### src/rtl/fll_pkg.sv
// -----------------------------------------------------------------------------
// fll_pkg
// Shared definitions for the FLL calibration sequencer:
//   - state_e     : sequencer states
//   - CORNER_*    : one-hot encodings shared by the band output and the
//                   FLL corner (code-exhaust) input
//   - RST_HOLD    : number of clk_ref cycles the FLL is held in reset
//                   between oscillator bands
//   - band_step_* : helpers that move the one-hot band one step
// -----------------------------------------------------------------------------
package fll_pkg;

   typedef enum logic [2:0] {
      IDLE    = 3'd0,
      RST_FLL = 3'd1,
      RUN     = 3'd2,
      LOCKED  = 3'd3,
      FAIL    = 3'd4
   } state_e;

   localparam logic [2:0] CORNER_HI  = 3'b100;
   localparam logic [2:0] CORNER_MID = 3'b010;
   localparam logic [2:0] CORNER_LO  = 3'b001;

   localparam int unsigned RST_HOLD = 2;
   localparam int unsigned HOLD_W   = (RST_HOLD > 1) ? $clog2(RST_HOLD) : 1;

   // Lock counter is sized for the largest legal LOCK_CNT (255).
   localparam int unsigned LOCK_W = 8;

   // One step toward CORNER_HI (100).
   function automatic logic [2:0] band_step_hi(input logic [2:0] band);
      return {band[1:0], 1'b0};
   endfunction

   // One step toward CORNER_LO (001).
   function automatic logic [2:0] band_step_lo(input logic [2:0] band);
      return {1'b0, band[2:1]};
   endfunction

endpackage : fll_pkg

### src/rtl/fll_cal_bounds.sv
// -----------------------------------------------------------------------------
// fll_cal_bounds
// Combinational window computation for the FLL frequency comparator.
//   lower_o = target_i - tolerance_i, clamped at 0
//   upper_o = target_i + tolerance_i, clamped at 2^N-1
// Ports:
//   target_i    in  N  expected count per gate
//   tolerance_i in  N  allowed +/- count error
//   lower_o     out N  saturated lower window
//   upper_o     out N  saturated upper window
// -----------------------------------------------------------------------------
module fll_cal_bounds #(
   parameter int unsigned N = 32
) (
   input  logic [N-1:0] target_i,
   input  logic [N-1:0] tolerance_i,
   output logic [N-1:0] lower_o,
   output logic [N-1:0] upper_o
);

   // One extra bit catches the carry out of the addition.
   logic [N:0] sum;

   assign sum = {1'b0, target_i} + {1'b0, tolerance_i};

   always_comb begin
      lower_o = (target_i >= tolerance_i) ? (target_i - tolerance_i) : '0;
      upper_o = sum[N] ? '1 : sum[N-1:0];
   end

endmodule : fll_cal_bounds

### src/rtl/fll_cal_seq.sv
// -----------------------------------------------------------------------------
// fll_cal_seq
// Calibration sequencer for a frequency-locked loop. On start it programs the
// FLL count window and gate length, resets the FLL, then watches the FLL gate
// strobes: consecutive in-window strobes declare lock, code-exhaust corners
// walk the oscillator band one step, and a strobe budget bounds the search.
//
// Ports:
//   clk_ref      in   1     reference clock, rising edge
//   reset_n      in   1     asynchronous active-low reset
//   start        in   1     pulse; begin (or restart from FAIL) calibration
//   abort        in   1     pulse; back to IDLE from anywhere, wins over start
//   target       in   N     expected clk_in count per gate
//   tolerance    in   N     allowed +/- count error
//   gate_cfg     in   N     gate length in clk_ref cycles
//   max_strobes  in   TO_W  strobes allowed per band, 0 = no timeout
//   fll_strobe   in   1     FLL gate-complete pulse
//   fll_locked   in   1     FLL in-window flag, valid with fll_strobe
//   fll_corner   in   3     FLL code exhaust: 100 high, 001 low, 010 none
//   fll_reset    out  1     active-high FLL reset
//   lower_bound  out  N     FLL lower window
//   upper_bound  out  N     FLL upper window
//   gate_time    out  N     FLL gate length
//   band         out  3     one-hot oscillator band
//   busy         out  1     high in RST_FLL and RUN
//   done         out  1     high in LOCKED
//   fail         out  1     high in FAIL
//   lock_lost    out  1     one-cycle pulse when lock drops in LOCKED
//
// Build option:
//   FLL_CAL_RELOCK_EN  when defined, a lock loss re-enters RST_FLL on the
//                      current band instead of failing.
// -----------------------------------------------------------------------------
module fll_cal_seq
   import fll_pkg::*;
#(
   parameter int unsigned N        = 32,
   parameter int unsigned LOCK_CNT = 4,
   parameter int unsigned TO_W     = 16
) (
   input  logic            clk_ref,
   input  logic            reset_n,
   input  logic            start,
   input  logic            abort,
   input  logic [N-1:0]    target,
   input  logic [N-1:0]    tolerance,
   input  logic [N-1:0]    gate_cfg,
   input  logic [TO_W-1:0] max_strobes,
   input  logic            fll_strobe,
   input  logic            fll_locked,
   input  logic [2:0]      fll_corner,
   output logic            fll_reset,
   output logic [N-1:0]    lower_bound,
   output logic [N-1:0]    upper_bound,
   output logic [N-1:0]    gate_time,
   output logic [2:0]      band,
   output logic            busy,
   output logic            done,
   output logic            fail,
   output logic            lock_lost
);

   state_e state_q, state_d;

   logic [2:0]        band_q, band_d;
   logic [N-1:0]      lower_q, lower_d;
   logic [N-1:0]      upper_q, upper_d;
   logic [N-1:0]      gate_q, gate_d;
   logic [TO_W-1:0]   max_q, max_d;
   logic [TO_W-1:0]   strobe_cnt_q, strobe_cnt_d;
   logic [LOCK_W-1:0] lock_cnt_q, lock_cnt_d;
   logic [HOLD_W-1:0] hold_cnt_q, hold_cnt_d;
   logic              lock_lost_q, lock_lost_d;

   logic [N-1:0]      lower_calc, upper_calc;

   // Values the counters take if the current RUN strobe is counted.
   logic [TO_W-1:0]   strobe_cnt_inc;
   logic [LOCK_W-1:0] lock_cnt_inc;
   logic              corner_hi, corner_lo;
   logic              hold_done, lock_hit, timeout_hit, start_taken;

   fll_cal_bounds #(
      .N (N)
   ) u_bounds (
      .target_i    (target),
      .tolerance_i (tolerance),
      .lower_o     (lower_calc),
      .upper_o     (upper_calc)
   );

   assign strobe_cnt_inc = strobe_cnt_q + 1'b1;
   assign lock_cnt_inc   = fll_locked ? (lock_cnt_q + 1'b1) : '0;
   assign corner_hi      = (fll_corner == CORNER_HI);
   assign corner_lo      = (fll_corner == CORNER_LO);
   assign hold_done      = (hold_cnt_q == HOLD_W'(RST_HOLD - 1));
   assign lock_hit       = (lock_cnt_inc == LOCK_W'(LOCK_CNT));
   assign timeout_hit    = (max_q != '0) && (strobe_cnt_inc == max_q);

   // ---------------------------------------------------------------------------
   // State register
   // ---------------------------------------------------------------------------
   // NOTE: sequential state uses non-blocking assignments so every flop samples
   // the pre-edge value of every other flop, independent of process order.
   always_ff @(posedge clk_ref or negedge reset_n) begin
      if (!reset_n) begin
         state_q <= IDLE;
      end else begin
         state_q <= state_d;
      end
   end

   // ---------------------------------------------------------------------------
   // Next-state logic
   // ---------------------------------------------------------------------------
   // NOTE: every combinational output gets a default before any branch, so no
   // path can leave it unassigned and infer a latch.
   always_comb begin
      state_d = state_q;
      if (abort) begin
         state_d = IDLE;
      end else begin
         unique case (state_q)
            IDLE: begin
               if (start) state_d = RST_FLL;
            end
            RST_FLL: begin
               if (hold_done) state_d = RUN;
            end
            RUN: begin
               if (fll_strobe) begin
                  // Corners outrank lock counting on the same strobe.
                  if (corner_hi) begin
                     state_d = (band_q == CORNER_HI) ? FAIL : RST_FLL;
                  end else if (corner_lo) begin
                     state_d = (band_q == CORNER_LO) ? FAIL : RST_FLL;
                  end else if (lock_hit) begin
                     state_d = LOCKED;
                  end else if (timeout_hit) begin
                     state_d = FAIL;
                  end
               end
            end
            LOCKED: begin
               if (fll_strobe && !fll_locked) begin
`ifdef FLL_CAL_RELOCK_EN
                  state_d = RST_FLL;
`else
                  state_d = FAIL;
`endif
               end
            end
            FAIL: begin
               if (start) state_d = RST_FLL;
            end
            default: state_d = IDLE;
         endcase
      end
   end

   // ---------------------------------------------------------------------------
   // Datapath next values
   // ---------------------------------------------------------------------------
   // A (re)start is the only way into RST_FLL from IDLE or FAIL.
   assign start_taken = (state_d == RST_FLL) && ((state_q == IDLE) || (state_q == FAIL));

   always_comb begin
      band_d       = band_q;
      lower_d      = lower_q;
      upper_d      = upper_q;
      gate_d       = gate_q;
      max_d        = max_q;
      strobe_cnt_d = strobe_cnt_q;
      lock_cnt_d   = lock_cnt_q;
      hold_cnt_d   = '0;
      lock_lost_d  = (state_q == LOCKED) && ((state_d == FAIL) || (state_d == RST_FLL));

      if (start_taken) begin
         band_d  = CORNER_MID;
         lower_d = lower_calc;
         upper_d = upper_calc;
         gate_d  = gate_cfg;
         max_d   = max_strobes;
      end else if ((state_q == RUN) && (state_d == RST_FLL)) begin
         // Leaving RUN for RST_FLL only happens on a corner with room to move.
         band_d = corner_hi ? band_step_hi(band_q) : band_step_lo(band_q);
      end

      if (state_q == RST_FLL) begin
         hold_cnt_d = hold_cnt_q + 1'b1;
      end

      if (state_q != RUN) begin
         // Every band starts with fresh strobe and lock counts.
         strobe_cnt_d = '0;
         lock_cnt_d   = '0;
      end else if (fll_strobe) begin
         strobe_cnt_d = strobe_cnt_inc;
         lock_cnt_d   = lock_cnt_inc;
      end
   end

   always_ff @(posedge clk_ref or negedge reset_n) begin
      if (!reset_n) begin
         band_q       <= CORNER_MID;
         lower_q      <= '0;
         upper_q      <= '0;
         gate_q       <= '0;
         max_q        <= '0;
         strobe_cnt_q <= '0;
         lock_cnt_q   <= '0;
         hold_cnt_q   <= '0;
         lock_lost_q  <= 1'b0;
      end else begin
         band_q       <= band_d;
         lower_q      <= lower_d;
         upper_q      <= upper_d;
         gate_q       <= gate_d;
         max_q        <= max_d;
         strobe_cnt_q <= strobe_cnt_d;
         lock_cnt_q   <= lock_cnt_d;
         hold_cnt_q   <= hold_cnt_d;
         lock_lost_q  <= lock_lost_d;
      end
   end

   // ---------------------------------------------------------------------------
   // Outputs decoded from state
   // ---------------------------------------------------------------------------
   always_comb begin
      fll_reset = 1'b1;
      busy      = 1'b0;
      done      = 1'b0;
      fail      = 1'b0;
      unique case (state_q)
         IDLE:    fll_reset = 1'b1;
         RST_FLL: busy      = 1'b1;
         RUN: begin
            fll_reset = 1'b0;
            busy      = 1'b1;
         end
         LOCKED: begin
            fll_reset = 1'b0;
            done      = 1'b1;
         end
         FAIL:    fail      = 1'b1;
         default: fll_reset = 1'b1;
      endcase
   end

   assign lower_bound = lower_q;
   assign upper_bound = upper_q;
   assign gate_time   = gate_q;
   assign band        = band_q;
   assign lock_lost   = lock_lost_q;

endmodule : fll_cal_seq

### config.mk
export PLATFORM = sky130hd
export DESIGN_NAME = fll_cal_seq
export DESIGN_NICKNAME = d
export VERILOG_FILES = /design/src/rtl/fll_pkg.sv /design/src/rtl/fll_cal_bounds.sv /design/src/rtl/fll_cal_seq.sv
export SDC_FILE = /design/constraint.sdc
export NUM_CORES = 1
export LEC_CHECK = 0
export CAP_MARGIN = 20
export CORE_MARGIN = 4
export CORE_UTILIZATION = 35
export CTS_CLUSTER_DIAMETER = 30
export DETAILED_ROUTE_END_ITERATION = 7
export SETUP_SLACK_MARGIN = 0.5
export SLEW_MARGIN = 20
export SYNTH_ARGS = -nofsm -noshare
export SYNTH_HDL_FRONTEND = slang
export SYNTH_SLANG_ARGS = --single-unit
### constraint.sdc
create_clock -name clk_ref -period 3.3 [get_ports clk_ref]
set_input_delay 0.66 -clock clk_ref [delete_from_list [all_inputs] [get_ports clk_ref]]
set_output_delay 0.66 -clock clk_ref [all_outputs]
set_load 0.01 [all_outputs]
==> results by group, run 1 <==
Outcome
  • Status: complete, no violations

Pwr
  • Net Sw Power: ~2800 uW
  • Leakage: roughly 0.007 uW
  • Switching part of the total: 0.350
  • Power Density: 510 nW/um^2
  • VDD IR max: ~0.34 mV
  • Clock share of power: 0.254
  • Cell Int Power: between 5000 and 6000 uW
  • Comb pwr share: 0.421
  • Sequential share of power: 0.325

Synthesis
  • Primary FF master, synth: dfrtp_1
  • Syn Inst Count: 1,177
  • Ys Warns: 0
  • Async set-reset flop share out of synthesis: 1.00
  • Post-synth cell types: 65
  • Synthesized net count: approximately 1,400
  • Synthesized cell area: about 9600 um^2
  • Flops & latches, synth: approximately 140
  • Seq/Total Area, Yosys: 0.375
  • Syn_area_per_cell: ~8.2 um^2
  • Post-synth EDFFs: 0

Timing
  • Slew Viols, Final: 0
  • Fmax: between 300 and 400 MHz
  • Worst Tran Pin Value: around 620 ps
  • Tcrit/Tclk final: 0.930
  • Slew margin rel.: 0.590
  • Tmin final: a little over 3000 ps
  • Finish-stage setup viols: 0
  • RSZ-0062 raised after global routing: true
  • Final Hold Fails: 0
  • Setup WS post-layout: around 230 ps
  • Clock Skew: around 21 ps

Detailed routing
  • WL final: 33,500 um
  • Antenna-violating nets left: 0
  • Drt pass-1 iters: 4
  • Vias: 9,776
  • Vias/cell: about 5.1
  • M1 WL: 14,400 um
  • DRC viols: 0
  • WL/cell: between 15 and 20 um
  • DR top layer: met5
  • DR iter-0 viols: around 550
  • Met2 WL: between 15,000 and 20,000 um
  • Met3 Routed Length: roughly 1700 um

Floorplan
  • Row Count: 60
  • Starting density of the core: 0.356
  • Chip Width: between 150 and 200 um
  • Die ar.: between 30,000 and 40,000 um^2
  • Core area: ~27,000 um^2
  • Die height: roughly 170 um
  • I/O pin cnt: between 200 and 250

Clocking
  • CTS tree: yes
  • Max clock buf depth: 2
  • Clock sinks: ~140
  • Worst skew pair latency: between 400 and 500 ps
  • Num CTS Buffers: 17
  • Hold_buf cts: 0
  • Clock Root Buffer: clkbuf_16
  • Reg clk slew, reported paths: 70 ps
  • H-tree Lvls: 4

Global route
  • GRT Overall Usage: 0.208
  • First-pass GRT wire length: 51,600 um
  • Initial antenna violation count: 2
  • Grt total ovfl: 0
  • Vias in the first global route: ~10,000
  • Largest net degree at the start of global routing: 65

Critical path
  • Worst EP arrival: 3380 ps
  • Cell family with most CP delay: buffers and inverters
  • Crit. End Element: flip-flop
  • Critical path's largest stage delay: around 400 ps
  • Most frequent CP cell: buf_6
  • Worst Path Buf+Inv: 17
  • Required time of the worst setup path: ~3600 ps
  • Setup slack, reg-to-reg: 260 ps
  • Critical path's slowest cell: fa_2
  • Critical path type: in2reg
  • CP cell instances: buf_12 -> buf_8 -> inv_12 -> ha_4 -> inv_2 -> fa_2 -> a211oi_2 -> buf_4 -> buf_6 -> buf_6 -> buf_6 -> buf_6 -> buf_6 -> buf_6 -> buf_6 -> buf_6 -> buf_6 -> buf_6 -> buf_6 -> buf_6 -> o21bai_1 -> a21oi_1 -> xor2_1 -> o21ai_1
  • Worst-path fanout max: 2
  • Startpoint Class: input port

Cells and area
  • Fin area: 15,800 um^2
  • ANT cells: 0
  • Nets: 1,760
  • Layout cells sized above 1: 0.290
  • Syn-to-layout area delta: 63.9%

Placed design
  • Cell Area, Placed: between 10,000 and 15,000 um^2
  • GP Congestion: just under 0.9
  • # port buffers: 224
  • Hpwl dp: ~23,000 um
  • Setup slack at placement: -610 ps

Job
  • Max Cap Violations: 0

Hold path
  • Hold WC Path Type: in2async
layout make-up:
| class | instances | area, um^2 |
|---|---|---|
| clock buffer | 18 | 439 |
| clock inverter | 14 | 171 |
| fill | 2386 | 11300 |
| inverter | 75 | 302 |
| multi-input combinational | 898 | 6540 |
| sequential | 144 | 3610 |
| tap | 341 | 427 |
| timing repair buffer | 435 | 4290 |
sequential cells by signal, indices dropped and copies added (netlist names):
signal and flops:
upper_bound 32, state_q 3, band 3, lower_bound 32, lock_lost 1, max_q 16, hold_cnt_q 1, strobe_cnt_q 16
gate_time 32, lock_cnt_q 8
synth_stat cells (4+ instances only):
cell / number / share of area
xnor2_1: 62 / 0.056
a21o_1: 18 / 0.014
buf_1: 5 / 0.0020
o21a_1: 6 / 0.0047
nand4_1: 11 / 0.0072
inv_1: 74 / 0.029
nand3_1: 30 / 0.016
a221oi_1: 5 / 0.0045
o21ai_0: 62 / 0.032
nand2_1: 223 / 0.087
and3_1: 7 / 0.0045
nand2b_1: 21 / 0.014
nor4_1: 11 / 0.0072
a211oi_1: 14 / 0.011
xor2_1: 33 / 0.030
o211ai_1: 6 / 0.0047
a22o_1: 5 / 0.0045
mux2i_1: 4 / 0.0042
o31ai_1: 4 / 0.0031
o31a_1: 5 / 0.0045
nor3_1: 19 / 0.0099
a31oi_1: 6 / 0.0039
nor2b_1: 8 / 0.0052
ha_1: 66 / 0.086
nor2_1: 105 / 0.041
a21oi_1: 87 / 0.045
buf_2: 6 / 0.0031
nor3b_1: 4 / 0.0031
clkbuf_1: 45 / 0.018
a22oi_1: 7 / 0.0055
dfrtp_1: 143 / 0.37
or3_1: 7 / 0.0045
o21bai_1: 15 / 0.012
or2_2: 5 / 0.0033
layer usage:
metal  vias up  track usage
met2       264        0.355
met1      4675        0.268
met5         -            0
met3        48       0.0425
met4         4       0.0617
li1       4785            -
cells by family after synthesis:
kind of cell             synth area share
adder cells (fa/ha/maj)            0.0900
flip-flops                          0.375
multiplexers                      0.00416
buffers and inverters              0.0562
AO/OA/AOI/OAI                       0.178
AND/OR/NAND/NOR                     0.210
XOR/XNOR                           0.0865
per-stage QoR:
| step | hold slack, ps | utilization | std cells | total power, uW | setup TNS (ps) |
|---|---|---|---|---|---|
| final | 205 | 0.584 | 1925 | 8050 | 0 |
| after global routing | 240 | 0.584 | 1925 | 8520 | 0 |
| after CTS | 223 | 0.558 | 1903 | 7860 | 0 |
| after detailed placement | 461 | 0.497 | 1821 | 5550 | -35480 |
| after global placement | 456 | 0.497 | 1821 | 5510 | -33440 |
| after floorplan | 364 | - | 1177 | 3920 | 0 |
layout by cell type, fill, tap and decap left out, types with 33 or more instances in the layout:
| cell type | netlist | final |
|---|---|---|
| nor2_1 | 105 | 98 |
| clkdlybuf4s50_1 | 0 | 195 |
| xnor2_1 | 62 | 62 |
| dfrtp_1 | 143 | 140 |
| inv_1 | 74 | 56 |
| a21oi_2 | 0 | 37 |
| ha_1 | 66 | 42 |
| xor2_1 | 33 | 33 |
| a21oi_1 | 87 | 48 |
| buf_4 | 1 | 157 |
| nand2_1 | 223 | 194 |
what timing repair did:
action | in CTS | in global routing
endpoints found under the setup margin | 65 | 114
resized for setup | 192 | 119
cloned | 3 | 9
setup buffers | 47 | 13
pin swaps | 54 | 85
power by group through the flow:
stage | clock (uW) | combinational (uW) | sequential, uW
after floorplan | 0 | 1210 | 2710
after global placement | 0 | 2910 | 2610
after detailed placement | 0 | 2940 | 2610
after CTS | 2100 | 3180 | 2590
after global routing | 2170 | 3670 | 2680
final | 2050 | 3390 | 2610
final timing paths:
path,startpoint,to,cells past startpoint
max,target[0],lower_bound[6]$_DFFE_PN0P_,24
min,reset_n,strobe_cnt_q[13]$_DFFE_PN0P_,1
max reg2reg,lock_cnt_q[1]$_DFFE_PN0P_,upper_bound[7]$_DFFE_PN0P_,12
min reg2reg,gate_time[11]$_DFFE_PN0P_,gate_time[11]$_DFFE_PN0P_,2
max in group asynchronous,reset_n,band[1]$_DFFE_PN1P_,2
min in group clk_ref,gate_time[11]$_DFFE_PN0P_,gate_time[11]$_DFFE_PN0P_,2
No activity file was read; power rests on OpenSTA's default activity.
==> run 2, diff against run 1 <==
Clock period 3.3 ns to 3.6 ns, I/O delays scaled along.
==> results by group, run 2 (synthesized netlist as in run 1, its figures left out) <==
Placed design
  • # port buffers: approximately 220
  • Cell Area, Placed: roughly 13,000 um^2
  • Setup slack at placement: -396 ps
  • GP Congestion: around 0.9
  • Hpwl dp: approximately 22,000 um

Detailed routing
  • WL/cell: between 15 and 20 um
  • Antenna-violating nets left: 0
  • Vias: around 9,300
  • Vias/cell: ~5.0
  • Drt pass-1 iters: 5
  • WL final: approximately 30,000 um
  • DRC viols: 0
  • DR iter-0 viols: ~630

Cells and area
  • Layout cells sized above 1: 0.202
  • Fillcell total: between 2,000 and 2,500
  • Syn-to-layout area delta: 51.5%
  • ANT cells: 0
  • Most common cell after layout, fill and taps aside: nand2_1
  • Most frequent cells in the layout: nand2_1 (221), clkdlybuf4s50_1 (198), dfrtp_1 (142), buf_4 (114), nor2_1 (103)
  • Nets: ~1,700
  • Fin area: 14,600 um^2

Timing
  • RSZ-0062 raised after global routing: true
  • Final Hold Fails: 0
  • Tcrit/Tclk final: 0.864
  • Worst Tran Pin Value: around 800 ps
  • Setup WS post-layout: 489 ps
  • Clock Skew: 10.8 ps
  • Slew Viols, Final: 0
  • Tmin final: slightly above 3000 ps
  • Finish-stage setup viols: 0
  • Fmax: 321 MHz
  • Hold WS: roughly 260 ps
  • Setup_tns: 0 ps
  • Slew margin rel.: 0.463

Clocking
  • Num CTS Buffers: 17
  • H-tree Lvls: 4
  • Hold_buf cts: 0
  • Worst skew pair latency: approximately 420 ps
  • Clock sinks: between 100 and 150
  • Clock Root Buffer: clkbuf_16
  • Max clock buf depth: 2
  • Reg clk slew, reported paths: around 70 ps
  • CTS tree: yes

Critical path
  • CP cell instances: clkdlybuf4s50_1 -> ha_2 -> or2_2 -> a221o_1 -> a21o_1 -> a221oi_4 -> o21ai_2 -> o21ai_4 -> o21ai_4 -> a21oi_4 -> buf_12 -> buf_12 -> a21oi_2
  • Critical path's largest stage delay: ~460 ps
  • Required time of the worst setup path: ~3900 ps
  • Worst-path fanout max: 5
  • Worst EP arrival: roughly 3400 ps
  • Critical path's slowest cell: clkdlybuf4s50_1
  • Cell family with most CP delay: compound AO/OA/AOI/OAI gates
  • Worst Path Buf+Inv: 3
  • Critical path type: in2reg
  • Startpoint Class: input port
  • Crit. End Element: flip-flop

Floorplan
  • Chip Width: 174 um
  • Core area: between 20,000 and 30,000 um^2
  • Die ar.: roughly 30,000 um^2
  • Starting density of the core: 0.356
  • Die height: approximately 170 um
  • I/O pin cnt: ~230
  • Row Count: 60

Pwr
  • VDD IR max: 0.305 mV
  • Power Total: ~7000 uW
  • Leakage: roughly 0.0065 uW
  • Power Density: a little under 500 nW/um^2

Global route
  • GRT Overall Usage: 0.197
  • Largest net degree at the start of global routing: 81
  • First-pass GRT wire length: approximately 49,000 um
  • Initial antenna violation count: 1
  • Grt total ovfl: 0
  • Vias in the first global route: 9,458

Job
  • Max Cap Violations: 0

Hold path
  • Hold WC Path Type: in2async

Outcome
  • Status: complete, no violations
-- run 2: changes by cell type in the layout (fill, tap and decap cells not counted), sizes merged --
cell,previous run,this run
clkinv,4,7
dlymetal6s2s,0,5
inv,82,81
buf,214,135
clkinvlp,1,0
dlygate4sd2,13,17
clkdlybuf4s50,195,198
clkbuf,29,20
clkdlybuf4s15,2,1
-- run 2: worst paths after layout --
kind                                                 from                         end  slack (ps)  cells after the start
worst max-delay path                           target[17]  upper_bound[1]$_DFFE_PN0P_         490                     13
worst min-delay path                              reset_n        max_q[9]$_DFFE_PN0P_         260                      1
worst max register to register  lock_cnt_q[2]$_DFFE_PN0P_  upper_bound[1]$_DFFE_PN0P_         530                     11
worst min register to register  gate_time[19]$_DFFE_PN0P_   gate_time[19]$_DFFE_PN0P_         470                      2
max in group asynchronous                         reset_n         band[1]$_DFFE_PN1P_        2550                      2
min in group clk_ref            gate_time[19]$_DFFE_PN0P_   gate_time[19]$_DFFE_PN0P_         470                      2
-- run 2: final cells by class --
class | instances | area (um^2) | area share
tap | 341 | 427 | 0.0293
multi-input combinational | 898 | 6190 | 0.425
clock inverter | 15 | 171 | 0.0118
clock buffer | 17 | 425 | 0.0292
inverter | 75 | 294 | 0.0202
timing repair buffer | 359 | 3460 | 0.237
sequential | 144 | 3610 | 0.247
-- run 2: power by group --
| group | leakage (uW) | switching [uW] | total (uW) | internal [uW] |
|---|---|---|---|---|
| Combinational | 0.00436 | 1330 | 2820 | 1490 |
| Clock | 0.000297 | 790 | 1830 | 1040 |
| Sequential | 0.00180 | 311 | 2360 | 2050 |
-- run 2: per-stage QoR --
stage | std cells | utilization
CTS | 1838 | 0.523
global placement | 1793 | 0.481
global route | 1849 | 0.539
floorplan | 1177 | -
detailed placement | 1793 | 0.481
finish | 1849 | 0.539
-- run 2: per-layer routing --
layer	vias up	routed length [um]	global-route usage
li1	4620	-	-
met4	2	433	0.0478
met3	30	1560	0.0454
met2	227	14900	0.332
met5	-	20	0
met1	4431	13800	0.257
-- run 2: repair_timing --
action,CTS,global route
endpoints found under the hold margin,0,0
resized for setup,120,71
gates cloned,2,3
setup buffers,11,8
setup endpoints to repair,64,65
pin swaps,32,27
==> run 3, diff against run 2 <==
Clock period 3.6 ns to 2.6 ns, I/O delays scaled along.
==> results by group, run 3 (synthesized netlist as in run 1, its figures left out) <==
Outcome
  • Status: complete, but fails checks
  • Failing checks: setup timing

Detailed routing
  • Vias/cell: approximately 5.1
  • DRC viols: 0
  • Antenna-violating nets left: 0
  • Drt pass-1 iters: 5
  • WL final: 35,400 um
  • DR iter-0 viols: approximately 610
  • WL/cell: 17.6 um
  • Vias: slightly above 10,000

Floorplan
  • Die ar.: ~30,000 um^2
  • Chip Width: around 170 um
  • Die height: around 170 um
  • I/O pin cnt: around 230
  • Core area: about 27,000 um^2
  • Row Count: 60
  • Starting density of the core: 0.356

Cells and area
  • Most common cell after layout, fill and taps aside: buf_4
  • Fillcell total: 2,254
  • Most frequent cells in the layout: buf_4 (242), clkdlybuf4s50_1 (192), nand2_1 (147), dfrtp_1 (139), nor2_1 (96)
  • Nets: approximately 1,900
  • ANT cells: 0
  • Syn-to-layout area delta: 73.9%
  • Layout cells sized above 1: 0.344
  • Final core utilization: 0.619
  • Post-Layout Cell Count: slightly above 2,000

Timing
  • Worst Tran Pin Value: between 500 and 600 ps
  • Final Hold Fails: 0
  • RSZ-0062 raised after global routing: true
  • Setup WS post-layout: -394 ps
  • Clock Skew: between 15 and 20 ps
  • Finish-stage setup viols: 64
  • Fmax: between 300 and 400 MHz
  • Tmin final: roughly 3000 ps
  • Tcrit/Tclk final: 1.15
  • Slew margin rel.: 0.618
  • Slew Viols, Final: 0

Clocking
  • Clock sinks: 144
  • Clock Root Buffer: clkbuf_16
  • CTS tree: yes
  • Hold_buf cts: 0
  • Max clock buf depth: 2
  • Reg clk slew, reported paths: roughly 70 ps
  • Worst skew pair latency: about 430 ps
  • H-tree Lvls: 4
  • Num CTS Buffers: 17

Critical path
  • Setup slack, reg-to-reg: -370 ps
  • Reg-to-reg endpoint: upper_bound[12]$_DFFE_PN0P_
  • Worst setup startpoint: tolerance[18]
  • Crit. End Element: flip-flop
  • RR Startpoint: lock_cnt_q[1]$_DFFE_PN0P_
  • Critical path type: in2reg
  • Startpoint Class: input port
  • Worst-path fanout max: 5
  • Worst EP arrival: ~3300 ps
  • Required time of the worst setup path: between 2000 and 3000 ps
  • Worst reg2reg path depth: 12

Placed design
  • Cells after DPL: ~1,900
  • Setup slack at placement: -1180 ps
  • # port buffers: roughly 220
  • Hpwl dp: 23,900 um
  • GP Congestion: just under 0.9

Global route
  • Vias in the first global route: between 10,000 and 15,000
  • First-pass GRT wire length: 55,900 um
  • GRT Overall Usage: 0.229
  • Largest net degree at the start of global routing: 58
  • Initial antenna violation count: 0
  • Grt total ovfl: 0

Hold path
  • Hold WC Path Type: in2async

Pwr
  • Power Density: 611 nW/um^2
  • Leakage: between 0.007 and 0.008 uW
  • VDD IR max: ~0.46 mV

Job
  • Max Cap Violations: 0
-- run 3: cell types whose count changed in the layout (fill, tap and decap cells not counted), moves of 19 or more --
cell     before  now
buf_4       114  242
nand2_1     221  147
buf_6         9   28
nand2_2       2   62
-- run 3: through the flow --
stage          setup TNS [ps]  total power (uW)  area (um^2)  hold WS [ps]
3_3_place_gp           -69210              7110        14100           459
3_5_place_dp           -76120              7160        14100           463
5_1_grt                -26020             10800        16700          94.3
4_1_cts                -19120             10100        16200          77.8
6_report               -20040             10200        16700          70.5
2_1_floorplan          -14270              4990         9980           224
-- run 3: power breakdown --
part	total, uW	internal (uW)	switching, uW
Clock	2440	1310	1130
Sequential	3270	2830	442
Combinational	4500	2440	2060
-- run 3: how the worst max path moves through the flow --
stage,endpoint,slack [ps],cells past startpoint
CTS,upper_bound[12]$_DFFE_PN0P_,-410,12
detailed placement,upper_bound[20]$_DFFE_PN0P_,-1180,16
floorplan,lower_bound[10]$_DFFE_PN0P_,-340,14
finish,lower_bound[13]$_DFFE_PN0P_,-390,14
global route,lower_bound[13]$_DFFE_PN0P_,-500,18
global placement,lower_bound[30]$_DFFE_PN0P_,-1040,17
-- run 3: repair_timing --
item | 4_1_cts | 5_1_grt
buffers inserted | 49 | 10
endpoints found under the setup margin | 122 | 124
gates resized for setup | 232 | 95
cloned | 14 | 0
pin swaps | 100 | 38
-- run 3: final cells by class --
cell class,count,area [um^2],area share
multi-input combinational,898,6720,0.402
sequential,144,3610,0.216
clock inverter,13,115,0.00688
inverter,75,294,0.0176
tap,341,427,0.0255
timing repair buffer,527,5120,0.306
clock buffer,19,453,0.0271
-- run 3: per-layer routing --
metal,track usage,wire length [um],vias to the layer above
met5,0,0,-
met4,0.0462,710,0
met3,0.0421,1550,38
met2,0.407,18000,281
met1,0.292,15200,5003
li1,-,-,4966
-- run 3: critical path: stages --
cell and delay (ps):
clkdlybuf4s50_1 480, inv_1 50, ha_1 370, buf_4 150, buf_4 110, nand3_1 110
nor2_1 200, nand2_2 120, o2111ai_4 260, a21oi_4 110, or2_4 260, buf_6 130
buf_12 140, o41ai_4 290
